--- src/rtl/i2s_pkg.sv ---
// Shared types and helpers for the I2S receive-side framing detector.
// Holds the detector FSM state encoding, configuration limits and the
// expected half-period length calculation.
package i2s_pkg;

  // Detector FSM states.
  typedef enum logic [1:0] {
    IDLE    = 2'd0,
    SEEK    = 2'd1,
    MEASURE = 2'd2,
    LOCKED  = 2'd3
  } ws_det_state_e;

  // Configuration limits: up to 32 bits per word, up to 8 words per half.
  localparam int unsigned MAX_WORD_SIZE = 32;
  localparam int unsigned MAX_WORD_NUM  = 8;
  localparam int unsigned WORD_SIZE_W   = $clog2(MAX_WORD_SIZE);
  localparam int unsigned WORD_NUM_W    = $clog2(MAX_WORD_NUM);

  // Expected bits per WS half-period from the minus-one encoded config.
  // The worst case is 32 * 8 = 256, so 32-bit arithmetic never overflows.
  function automatic int unsigned calc_exp_len(
    input logic [WORD_SIZE_W-1:0] size_m1,
    input logic [WORD_NUM_W-1:0]  num_m1
  );
    return (32'(size_m1) + 32'd1) * (32'(num_m1) + 32'd1);
  endfunction

endpackage

--- src/rtl/i2s_edge_sync.sv ---
// Multi-stage synchroniser for one asynchronous pin plus rising-edge
// detect. rise_o is high for one clk_i cycle once the synchronised value
// goes 0->1; it is combinational from two flops of this module.
module i2s_edge_sync #(
  parameter int unsigned SYNC_STAGES = 2
) (
  input  logic clk_i,
  input  logic rstn_i,
  input  logic d_i,
  output logic sync_o,
  output logic rise_o
);

  logic [SYNC_STAGES-1:0] sync_q;
  logic                   prev_q;

  // Shift the pin through the synchroniser and remember the last synced value.
  // NOTE: sequential state uses non-blocking assignments so every flop samples
  // the pre-edge values; blocking here would collapse the chain into one flop.
  always_ff @(posedge clk_i or negedge rstn_i) begin
    if (!rstn_i) begin
      sync_q <= '0;
      prev_q <= 1'b0;
    end else begin
      sync_q <= {sync_q[SYNC_STAGES-2:0], d_i};
      prev_q <= sync_q[SYNC_STAGES-1];
    end
  end

  assign sync_o = sync_q[SYNC_STAGES-1];
  assign rise_o = sync_q[SYNC_STAGES-1] & ~prev_q;

endmodule

--- src/rtl/i2s_ws_detect.sv ---
// I2S receive-side SCK/WS framing detector.
// Oversamples external SCK/WS in the clk_i domain, strobes each SCK rising
// edge, measures every WS half-period in bits and compares it with the
// configured word size * word count. Reports lock and a sticky error.
// Optional build macro I2S_WS_DETECT_TIMEOUT_EN adds a TO_W-bit watchdog that
// drops back to SEEK when SCK stalls; without it a stalled SCK freezes the FSM.
module i2s_ws_detect
  import i2s_pkg::*;
#(
  parameter int unsigned SYNC_STAGES = 2,
  parameter int unsigned CNT_W       = 9,
  parameter int unsigned LOCK_HALVES = 2,
  parameter int unsigned TO_W        = 12
) (
  input  logic                   clk_i,
  input  logic                   rstn_i,
  input  logic                   en_i,
  input  logic                   sck_i,
  input  logic                   ws_i,
  input  logic [WORD_SIZE_W-1:0] cfg_word_size_i,
  input  logic [WORD_NUM_W-1:0]  cfg_word_num_i,
  input  logic                   err_clr_i,
  output logic                   bit_strobe_o,
  output logic                   bit_ws_o,
  output logic                   frame_start_o,
  output logic [CNT_W-1:0]       half_len_o,
  output logic                   locked_o,
  output logic                   err_o
);

  localparam int unsigned      M_W     = $clog2(LOCK_HALVES + 1);
  localparam logic [M_W-1:0]   LOCK_M  = M_W'(LOCK_HALVES);
  localparam logic [CNT_W-1:0] CNT_MAX = '1;

  // ---------------------------------------------------------------------------
  // Pin synchronisation
  // ---------------------------------------------------------------------------
  logic sck_sync_unused;
  logic sck_rise;
  logic ws_sync;
  logic ws_rise_unused;

  i2s_edge_sync #(.SYNC_STAGES(SYNC_STAGES)) u_sck_sync (
    .clk_i  (clk_i),
    .rstn_i (rstn_i),
    .d_i    (sck_i),
    .sync_o (sck_sync_unused),
    .rise_o (sck_rise)
  );

  i2s_edge_sync #(.SYNC_STAGES(SYNC_STAGES)) u_ws_sync (
    .clk_i  (clk_i),
    .rstn_i (rstn_i),
    .d_i    (ws_i),
    .sync_o (ws_sync),
    .rise_o (ws_rise_unused)
  );

  // ---------------------------------------------------------------------------
  // State and datapath registers
  // ---------------------------------------------------------------------------
  ws_det_state_e    state_q, state_d;
  logic             ws_q, ws_d;
  logic [CNT_W-1:0] cnt_q, cnt_d;
  logic [CNT_W-1:0] half_len_q, half_len_d;
  logic [M_W-1:0]   m_q, m_d;
  logic             strobe_q, strobe_d;
  logic             frame_q, frame_d;
  logic             locked_q, locked_d;
  logic             err_q, err_d;
  logic             err_set;

  // ---------------------------------------------------------------------------
  // Event decode
  // ---------------------------------------------------------------------------
  logic             active;
  logic             act_rise;
  logic             wsx;
  logic [CNT_W-1:0] exp_len;
  logic             cnt_sat;
  logic             len_ok;
  logic             sat_now;
  logic             timeout;

  // Strobes only while enabled and out of IDLE.
  assign active   = en_i && (state_q != IDLE);
  assign act_rise = active && sck_rise;
  assign wsx      = act_rise && (ws_sync != ws_q);
  assign exp_len  = CNT_W'(calc_exp_len(cfg_word_size_i, cfg_word_num_i));
  // A saturated count never matches, even if exp_len happens to be all-ones.
  assign cnt_sat  = &cnt_q;
  assign len_ok   = (cnt_q == exp_len) && !cnt_sat;
  // This rise pushes the count into saturation without a WS transition.
  assign sat_now  = act_rise && !wsx && (cnt_q == (CNT_MAX - CNT_W'(1)));

  // WS is captured on every synchronised SCK rise, so re-enabling never sees
  // a stale WS and reports a spurious transition.
  assign ws_d = sck_rise ? ws_sync : ws_q;

`ifdef I2S_WS_DETECT_TIMEOUT_EN
  logic [TO_W-1:0] to_q, to_d;

  assign timeout = active && !act_rise && (&to_q);

  // Watchdog: count cycles since the last rise while out of IDLE.
  always_comb begin
    to_d = '0;
    if (active && !act_rise && !(&to_q)) begin
      to_d = to_q + TO_W'(1);
    end
  end

  // Watchdog register.
  always_ff @(posedge clk_i or negedge rstn_i) begin
    if (!rstn_i) begin
      to_q <= '0;
    end else begin
      to_q <= to_d;
    end
  end
`else
  // No watchdog in this build; TO_W stays so both builds share one parameter list.
  logic [TO_W-1:0] to_unused;
  assign to_unused = '0;
  assign timeout   = 1'b0;
`endif

  // ---------------------------------------------------------------------------
  // FSM
  // ---------------------------------------------------------------------------

  // State register.
  always_ff @(posedge clk_i or negedge rstn_i) begin
    if (!rstn_i) begin
      state_q <= IDLE;
    end else begin
      state_q <= state_d;
    end
  end

  // Next-state logic.
  // NOTE: every combinational output gets a default first so no path leaves it
  // unassigned; otherwise synthesis infers a latch.
  always_comb begin
    state_d = state_q;
    if (!en_i) begin
      state_d = IDLE;
    end else if (timeout) begin
      state_d = SEEK;
    end else begin
      unique case (state_q)
        IDLE:    state_d = SEEK;
        SEEK:    if (wsx) state_d = MEASURE;
        MEASURE: if (wsx && len_ok && ((m_q + M_W'(1)) == LOCK_M)) state_d = LOCKED;
        LOCKED:  if ((wsx && !len_ok) || sat_now) state_d = MEASURE;
        default: state_d = IDLE;
      endcase
    end
  end

  // Output and datapath next values: strobes, bit counter, match count, lock, error.
  always_comb begin
    strobe_d   = 1'b0;
    frame_d    = 1'b0;
    cnt_d      = cnt_q;
    half_len_d = half_len_q;
    m_d        = m_q;
    locked_d   = locked_q;
    err_set    = 1'b0;

    if (!en_i) begin
      // Disable clears measurement progress; err and half_len are held.
      cnt_d    = '0;
      m_d      = '0;
      locked_d = 1'b0;
    end else begin
      if (act_rise) begin
        strobe_d = 1'b1;
        frame_d  = wsx && !ws_sync;
        if (wsx) begin
          half_len_d = cnt_q;
          cnt_d      = CNT_W'(1);
        end else if (!cnt_sat) begin
          cnt_d = cnt_q + CNT_W'(1);
        end
      end

      unique case (state_q)
        SEEK: begin
          if (wsx) m_d = '0;
        end
        MEASURE: begin
          if (wsx) begin
            if (len_ok) begin
              m_d = m_q + M_W'(1);
              if ((m_q + M_W'(1)) == LOCK_M) locked_d = 1'b1;
            end else begin
              m_d = '0;
            end
          end
        end
        LOCKED: begin
          if ((wsx && !len_ok) || sat_now) begin
            err_set  = 1'b1;
            locked_d = 1'b0;
            m_d      = '0;
          end
        end
        default: ;
      endcase

      if (timeout) begin
        locked_d = 1'b0;
        m_d      = '0;
        if (state_q == LOCKED) err_set = 1'b1;
      end
    end

    // A new error wins over a clear in the same cycle.
    if (err_set) begin
      err_d = 1'b1;
    end else if (err_clr_i) begin
      err_d = 1'b0;
    end else begin
      err_d = err_q;
    end
  end

  // Datapath and output registers.
  always_ff @(posedge clk_i or negedge rstn_i) begin
    if (!rstn_i) begin
      ws_q       <= 1'b0;
      cnt_q      <= '0;
      half_len_q <= '0;
      m_q        <= '0;
      strobe_q   <= 1'b0;
      frame_q    <= 1'b0;
      locked_q   <= 1'b0;
      err_q      <= 1'b0;
    end else begin
      ws_q       <= ws_d;
      cnt_q      <= cnt_d;
      half_len_q <= half_len_d;
      m_q        <= m_d;
      strobe_q   <= strobe_d;
      frame_q    <= frame_d;
      locked_q   <= locked_d;
      err_q      <= err_d;
    end
  end

  assign bit_strobe_o  = strobe_q;
  assign bit_ws_o      = ws_q;
  assign frame_start_o = frame_q;
  assign half_len_o    = half_len_q;
  assign locked_o      = locked_q;
  assign err_o         = err_q;

endmodule

--- config.mk ---
export PLATFORM = sky130hd
export DESIGN_NAME = i2s_ws_detect
export DESIGN_NICKNAME = d
export VERILOG_FILES = /design/src/rtl/i2s_pkg.sv /design/src/rtl/i2s_edge_sync.sv /design/src/rtl/i2s_ws_detect.sv
export SDC_FILE = /design/constraint.sdc
export NUM_CORES = 1
export LEC_CHECK = 0
export ABC_AREA = 1
export BUFFER_PORTS_ARGS = -buffer_cell sky130_fd_sc_hd__buf_4
export CAP_MARGIN = 15
export CELL_PAD_IN_SITES_DETAIL_PLACEMENT = 2
export CELL_PAD_IN_SITES_GLOBAL_PLACEMENT = 2
export CORE_MARGIN = 1
export CORE_UTILIZATION = 30
export CTS_CLUSTER_DIAMETER = 40
export CTS_CLUSTER_SIZE = 25
export DETAILED_ROUTE_END_ITERATION = 12
export PLACE_DENSITY_LB_ADDON = 0.1
export RECOVER_POWER = 100
export SLEW_MARGIN = 10
export SYNTH_ARGS = -nofsm -noshare
export SYNTH_HDL_FRONTEND = slang
export SYNTH_SLANG_ARGS = --single-unit
--- constraint.sdc ---
create_clock -name clk_i -period 2 [get_ports clk_i]
set_input_delay 0.1 -clock clk_i [delete_from_list [all_inputs] [get_ports clk_i]]
set_output_delay 0.1 -clock clk_i [all_outputs]
set_load 0.02 [all_outputs]
==> impl_metrics.yaml, run 1 <==
yosys:
  yosys.area_share.simple_pct: 33.0
  synth_nets: 377
  netlist_area_mm2: 0.00245
  synth_warnings: 0
  ys_seq_area_share_pct: 32.6
  synth-adder-area-share_pct: 15.7
  synth-seq-cells: 32
  synthXorXnorAreaFrac_pct: 1.78
  synth.area.mux_share_pct: 0
  synth_cell_types: 30
  synth_compound_area_share_pct: 6.88
  postSynthAreaPerCell_um2: 7.28
  syn_inst: 337
  synth_top_family_by_area: "simple AND/OR/NAND/NOR gates"
timing:
  report.final.slew_viol_count: 0
  max_freq_mhz: 303
  timing.final.crit_share_pct: 165
  rsz0062_at_grt: "yes"
  whs_ns: 0.111
  min_period_ns: 3.30
  max_slew.worst_pin.slew_ns: 0.844
  tns_ns: -6.37
  maxSlewHeadroom_pct: 43.7
  finalSetupViolations: 7
  final-hold-violation-count: 0
  worst_slack_ns: -1.30
  fin_worst_skew_ns: 0.00429
global_route:
  antenna_found_initial: 0
  grtUsageTotal_pct: 20.4
  overflow: 0
  grt_max_degree: 33
  grt_pass1_wl_um: 13700
  grt_pass1_vias: 2814
setup_path:
  timing.reg2reg.setup_slack_ns: -0.18
  startpoint_type: "input port"
  endpoint: "m_q[0]"
  cpMostUsedCell: "nand2_2"
  worst_r2r_endpoint: "m_q[0]"
  rr_startpoint: "cnt_q[0]"
  setup.worst_path.end_class: "flop"
  cp.arrival_ns: 3.48
  startpoint: "cfg_word_size_i[0]"
  cp.buffers_inverters: 3
  crit_family: "adder cells"
  cp_max_fo: 5
  critical_path.cell_chain: "buf_8 -> ha_4 -> xor2_4 -> nand2_2 -> fa_1 -> fa_1 -> inv_2 -> fa_2 -> inv_2 -> nand2_2 -> nand2_1 -> nor2_1 -> nand2_1 -> nor2_2 -> nand2_2 -> nor2_4 -> nand3_2 -> nand2_2 -> nand3_4 -> nand4_1 -> nand2_1"
  max_stage_delay_ns: 0.55
  required_ns: 2.18
  crit_cells: 21
  ff2ff_path_depth: 16
  critPathKind: "in -> reg"
  cp_slowest_cell: "fa_2"
min_path:
  holdCritPathClass: "in -> reg"
drt:
  drc_errors: 0
  drt-met1-wl_um: 4020
  vias: 2501
  met3_wirelength_um: 159
  wl_per_cell_um: 16.4
  drtPass1Iterations: 4
  antenna_left: 0
  met2_wirelength_um: 4470
  drt_wl_total_um: 8710
  drt_iter0_markers: 49
  dr.max_layer_used: "met4"
  vias_per_cell: 4.72
final_layout:
  nFillCells: 936
  nNetsFinal: 467
  diodes: 0
  register_area_um2: 801
  area_delta_synth_final_pct: 43.0
  multiInputGateArea_mm2: 0.00160
  layout-drive-gt1-share_pct: 32.0
  post-route-util_pct: 45.0
pwr:
  power_w: 0.00236
  powerDensity_mw_per_mm2: 671
  vdd_ir_drop_max_uv: 357
  leakage_nw: 1.78
clock_network:
  clock_latency_ns: 0.28
  clkTransAtPathRegs_ns: 0.07
  cts_made_buffers: 5
  cts-root-buf: "clkbuf_8"
  h-tree-depth: 2
  cts_tree: "yes"
  clkSinkCount: 32
  cts_max_path_buffers: 2
run:
  drv_cap: 0
floorplan:
  core-area_mm2: 0.00781
  die_w_um: 92.5
  start_util_pct: 31.4
  pin_count: 28
  rows: 32
  die_height_um: 92.5
  die_area_mm2: 0.00855
place:
  place_congestion: 0.780
  io_buffers: 27
  place_ws_ns: -1.55
  dpl.hpwl_um: 6450
run_status:
  status: "finished with violations"
  failed_checks: "negative setup slack"
[cell usage after synthesis]
master / count / area share (%)
clkbuf_1: 2 / 0.31
xor2_1: 4 / 1.4
nand3_2: 3 / 1.2
inv_4: 1 / 0.26
o21ai_0: 11 / 2.2
nand2_1: 94 / 14
o21ai_1: 7 / 1.4
fa_1: 8 / 6.5
o31ai_1: 1 / 0.31
a21oi_1: 10 / 2.0
o22ai_1: 1 / 0.26
nand2_2: 4 / 1.0
or2_1: 1 / 0.26
nor3_1: 8 / 1.6
ha_1: 18 / 9.2
a31oi_1: 1 / 0.26
nand2_4: 1 / 0.46
nor2_1: 28 / 4.3
xnor2_1: 1 / 0.36
nor3_2: 1 / 0.41
nand4_1: 6 / 1.5
nor2_4: 3 / 1.4
nand3_1: 23 / 4.7
nor2_2: 4 / 1.0
clkinv_1: 1 / 0.15
nand3_4: 1 / 0.71
inv_2: 9 / 1.4
o21ai_2: 1 / 0.36
dfrtp_1: 32 / 33
inv_1: 52 / 8.0
[flip-flops by register name, summed over array words and instances (netlist names)]
signal and flops:
bit_ws_o 1, locked_o 1, cnt_q 9, frame_start_o 1, half_len_o 9, state_q 2
u_sck_sync.prev_q 1, m_q 2, err_o 1, u_sck_sync.sync_q 2, bit_strobe_o 1, u_ws_sync.sync_q 2
[routing by layer]
layer,GRT usage (%),vias up
met2,36.7,22
met4,2.34,0
met5,0,-
li1,-,1231
met3,2.71,9
met1,26.6,1239
[per-stage QoR]
| step | std cells | instance area, µm² |
|---|---|---|
| floorplan | 337 | 2510 |
| global placement | 508 | 3180 |
| detailed placement | 508 | 3180 |
| CTS | 523 | 3410 |
| global route | 530 | 3510 |
| finish | 530 | 3510 |
[worst reg2reg max path, stage by stage (launching register included)]
cell,delay [ns]
dfrtp_1,0.39
ha_2,0.21
nand3_2,0.09
nor3_2,0.05
ha_2,0.17
inv_2,0.05
nand2_1,0.06
nor2_1,0.12
nand2_1,0.08
nor2_2,0.17
nand2_2,0.10
nor2_4,0.10
nand3_2,0.10
nand2_2,0.12
nand3_4,0.11
nand4_1,0.11
nand2_1,0.06
[area by class of cell]
cell class,instances,share of cell area [%]
repair buffers,85,17.9
well taps,102,3.64
multi-input cells,240,45.7
inverters,63,6.81
clock inverters,3,1.21
clock buffers,5,1.96
flip-flops and latches,32,22.8
[how the worst min path moves through the flow]
stage | start | end | depth (start not counted)
2_1_floorplan | rstn_i | bit_strobe_o | 0
3_3_place_gp | rstn_i | half_len_o[5] | 1
3_5_place_dp | rstn_i | half_len_o[5] | 1
4_1_cts | en_i | cnt_q[0] | 3
5_1_grt | en_i | cnt_q[0] | 3
6_report | en_i | cnt_q[0] | 3
[layout by cell type, fill, tap and decap left out, drive strengths merged]
cell         Yosys  layout
a21oi           10      10
a31oi            1       1
buf              0      63
bufinv           0       1
clkbuf           2      23
clkinv           1       2
clkinvlp         0       1
dfrtp           32      32
dlygate4sd3      0       4
fa               8       8
ha              18      18
inv             62      62
nand2           99      99
nand3           27      27
nand4            6       6
nor2            35      35
nor3             9       9
o21ai           19      19
o22ai            1       1
o31ai            1       1
or2              1       1
xnor2            1       1
xor2             4       4
[power by group]
group | internal (W) | switching (W)
clock | 0.000369 | 0.000261
combinational | 0.000402 | 0.000593
sequential | 0.000695 | 0.0000369
total | 0.00147 | 0.000891
[what timing repair did]
action	4_1_cts	5_1_grt
hold buffers	4	0
endpoints found under the hold margin	35	0
buffers inserted	3	7
pin swaps	19	19
setup endpoints to repair	10	14
gates resized for setup	14	29
[logic make-up (layout without fill, tap and decap cells)]
logic type | Yosys count | in the layout
simple gates | 177 | 177
xor+xnor | 5 | 5
fa+ha+maj | 26 | 26
flops | 32 | 32
buf+inv | 65 | 156
compound gates | 32 | 32
Note: power is estimated with default switching activity, not from simulation.
==> inputs of run 2 (changes only) <==
CORE_UTILIZATION = 34   (was 30)
clock period = 3.2 ns   (was 2 ns; I/O delays follow)
==> run 2 against run 1 <==
Net effect: the flow finishes with violations (max-capacitance violations, max-slew violations, negative setup slack); global-route usage increased by 7.8 points; sequential cell count stayed put; combinational power shrank 31%; power down 34%; clock power fell by 35%; sequential power is 36% lower; register-to-register slack improved by 0.86 ns; non-clock buffer count decreased by 23; core utilization grew 4.1 points; count of clock-buffer cells in the layout unchanged; largest cell class unchanged.
==> impl_metrics.yaml, run 2 (same netlist as run 1, synthesis figures left out) <==
pwr:
  power_w: 0.00157
  switchingPower_w: 0.000632
  p_int_w: 0.000935
  vdd_ir_drop_max_uv: 251
  swShare_pct: 40.3
  pwr-share-seq_pct: 30.0
  powerDensity_mw_per_mm2: 465
  power_frac_comb_pct: 44.0
  clockPowerShare_pct: 26.0
  leakage_nw: 1.72
drt:
  drt_wl_total_um: 11200
  wl_per_cell_um: 22.4
  antenna_left: 0
  drt-met1-wl_um: 4680
  drtPass1Iterations: 4
  met2_wirelength_um: 5820
  met3_wirelength_um: 356
  drt_iter0_markers: 125
  vias_per_cell: 5.19
  drc_errors: 0
  vias: 2602
  dr.max_layer_used: "met4"
floorplan:
  die_height_um: 87.0
  die_area_mm2: 0.00756
  die_w_um: 87.0
  start_util_pct: 35.7
  rows: 30
  pin_count: 28
  core-area_mm2: 0.00687
clock_network:
  cts_tree: "yes"
  cts-root-buf: "clkbuf_8"
  clkSinkCount: 32
  clkTransAtPathRegs_ns: 0.07
  cts_made_buffers: 5
  h-tree-depth: 2
  cts_max_path_buffers: 2
  clock_latency_ns: 0.30
run_status:
  status: "finished with violations"
  failed_checks: "max-capacitance violations, max-slew violations, negative setup slack"
run:
  drv_cap: 1
timing:
  worst_slack_ns: -0.244
  rsz0062_at_grt: "yes"
  timing.final.crit_share_pct: 108
  report.final.slew_viol_count: 33
  fin_worst_skew_ns: 0.00928
  max_slew.worst_pin.slew_ns: 1.83
  finalSetupViolations: 5
  min_period_ns: 3.44
  final-hold-violation-count: 0
  max_freq_mhz: 290
  maxSlewHeadroom_pct: -22.0
final_layout:
  nNetsFinal: 444
  final_common_cell: "nand2_1"
  diodes: 0
  layout_common_cells: "nand2_1, buf_4, inv_1, dfrtp_1, nor2_1"
  area_delta_synth_final_pct: 37.2
  nFillCells: 771
  layout-drive-gt1-share_pct: 31.4
min_path:
  holdCritPathClass: "in -> reg"
  holdCritStartpoint: "err_clr_i"
  worstHoldPathCells: 2
setup_path:
  setup.worst_path.end_class: "flop"
  cp_max_fo: 3
  ff2ff_path_depth: 12
  startpoint: "cfg_word_size_i[1]"
  critPathKind: "in -> reg"
  required_ns: 3.43
  startpoint_type: "input port"
  timing.reg2reg.setup_slack_ns: 0.68
  cp.arrival_ns: 3.68
  rr_startpoint: "cnt_q[0]"
place:
  place_ws_ns: -0.509
  place_congestion: 0.770
  io_buffers: 27
  dpl.hpwl_um: 6240
global_route:
  grtUsageTotal_pct: 28.2
  grt_max_degree: 33
  overflow: 0
  grt_pass1_wl_um: 15800
  grt_pass1_vias: 3004
  antenna_found_initial: 0
-- run 2: what timing repair did --
action,CTS,global route
hold buffers,3,0
gates resized for setup,17,27
setup buffers,6,4
pin swaps,20,22
gates cloned,0,0
endpoints found under the setup margin,5,5
endpoints found under the hold margin,34,0
-- run 2: metal layers --
layer	global-route usage [%]	up-vias
met1	32.8	1323
met3	4.74	26
met4	9.09	0
li1	-	1189
met2	52.3	64
met5	0	-
-- run 2: final cells by class --
class / count / area (µm²) / share of cell area, %
multi-input combinational: 240 / 1600 / 47.4
sequential: 32 / 801 / 23.8
timing repair buffer: 62 / 499 / 14.8
inverter: 63 / 239 / 7.10
tap: 96 / 120 / 3.57
clock buffer: 5 / 68.8 / 2.04
clock inverter: 3 / 42.5 / 1.26
-- run 2: worst paths after layout --
kind,end
max,locked_o
min,err_o
max reg2reg,cnt_q[2]
min reg2reg,u_ws_sync.sync_q[1]
max in group asynchronous,cnt_q[4]
min in group asynchronous,half_len_o[6]
-- run 2: critical path, cell delays in order --
cell	delay, ns
buf_8	0.10
ha_4	0.17
xor2_4	0.18
nand2_2	0.11
fa_1	0.51
fa_1	0.51
inv_2	0.06
fa_2	0.59
inv_2	0.05
nand2_2	0.06
nand2_2	0.06
nor2_2	0.13
nand2_2	0.09
nor2_4	0.12
nand2_2	0.08
nor2_4	0.10
nand3_2	0.10
o21ai_2	0.19
nand4_1	0.17
nand2_2	0.11
-- run 2: stage by stage --
step                      setup TNS [ns]  utilization (%)  cells  area, µm²  hold slack [ns]
after global placement             -1.67             43.3    480       2980            0.133
final                             -0.871             49.0    501       3370           0.0628
after detailed placement           -2.37             43.3    480       2980            0.134
after CTS                         -0.406             47.1    497       3230           0.0417
after floorplan                        0                -    337       2490           -0.136
after global routing               -1.58             49.0    501       3370           0.0611
-- run 2: power by group through the flow --
stage	Combinational, W	Sequential (W)	Clock, W
final	0.000689	0.000470	0.000407
after global routing	0.000752	0.000473	0.000427
after CTS	0.000571	0.000465	0.000400
after detailed placement	0.000527	0.000469	0
after global placement	0.000495	0.000470	0
after floorplan	0.000327	0.000481	0
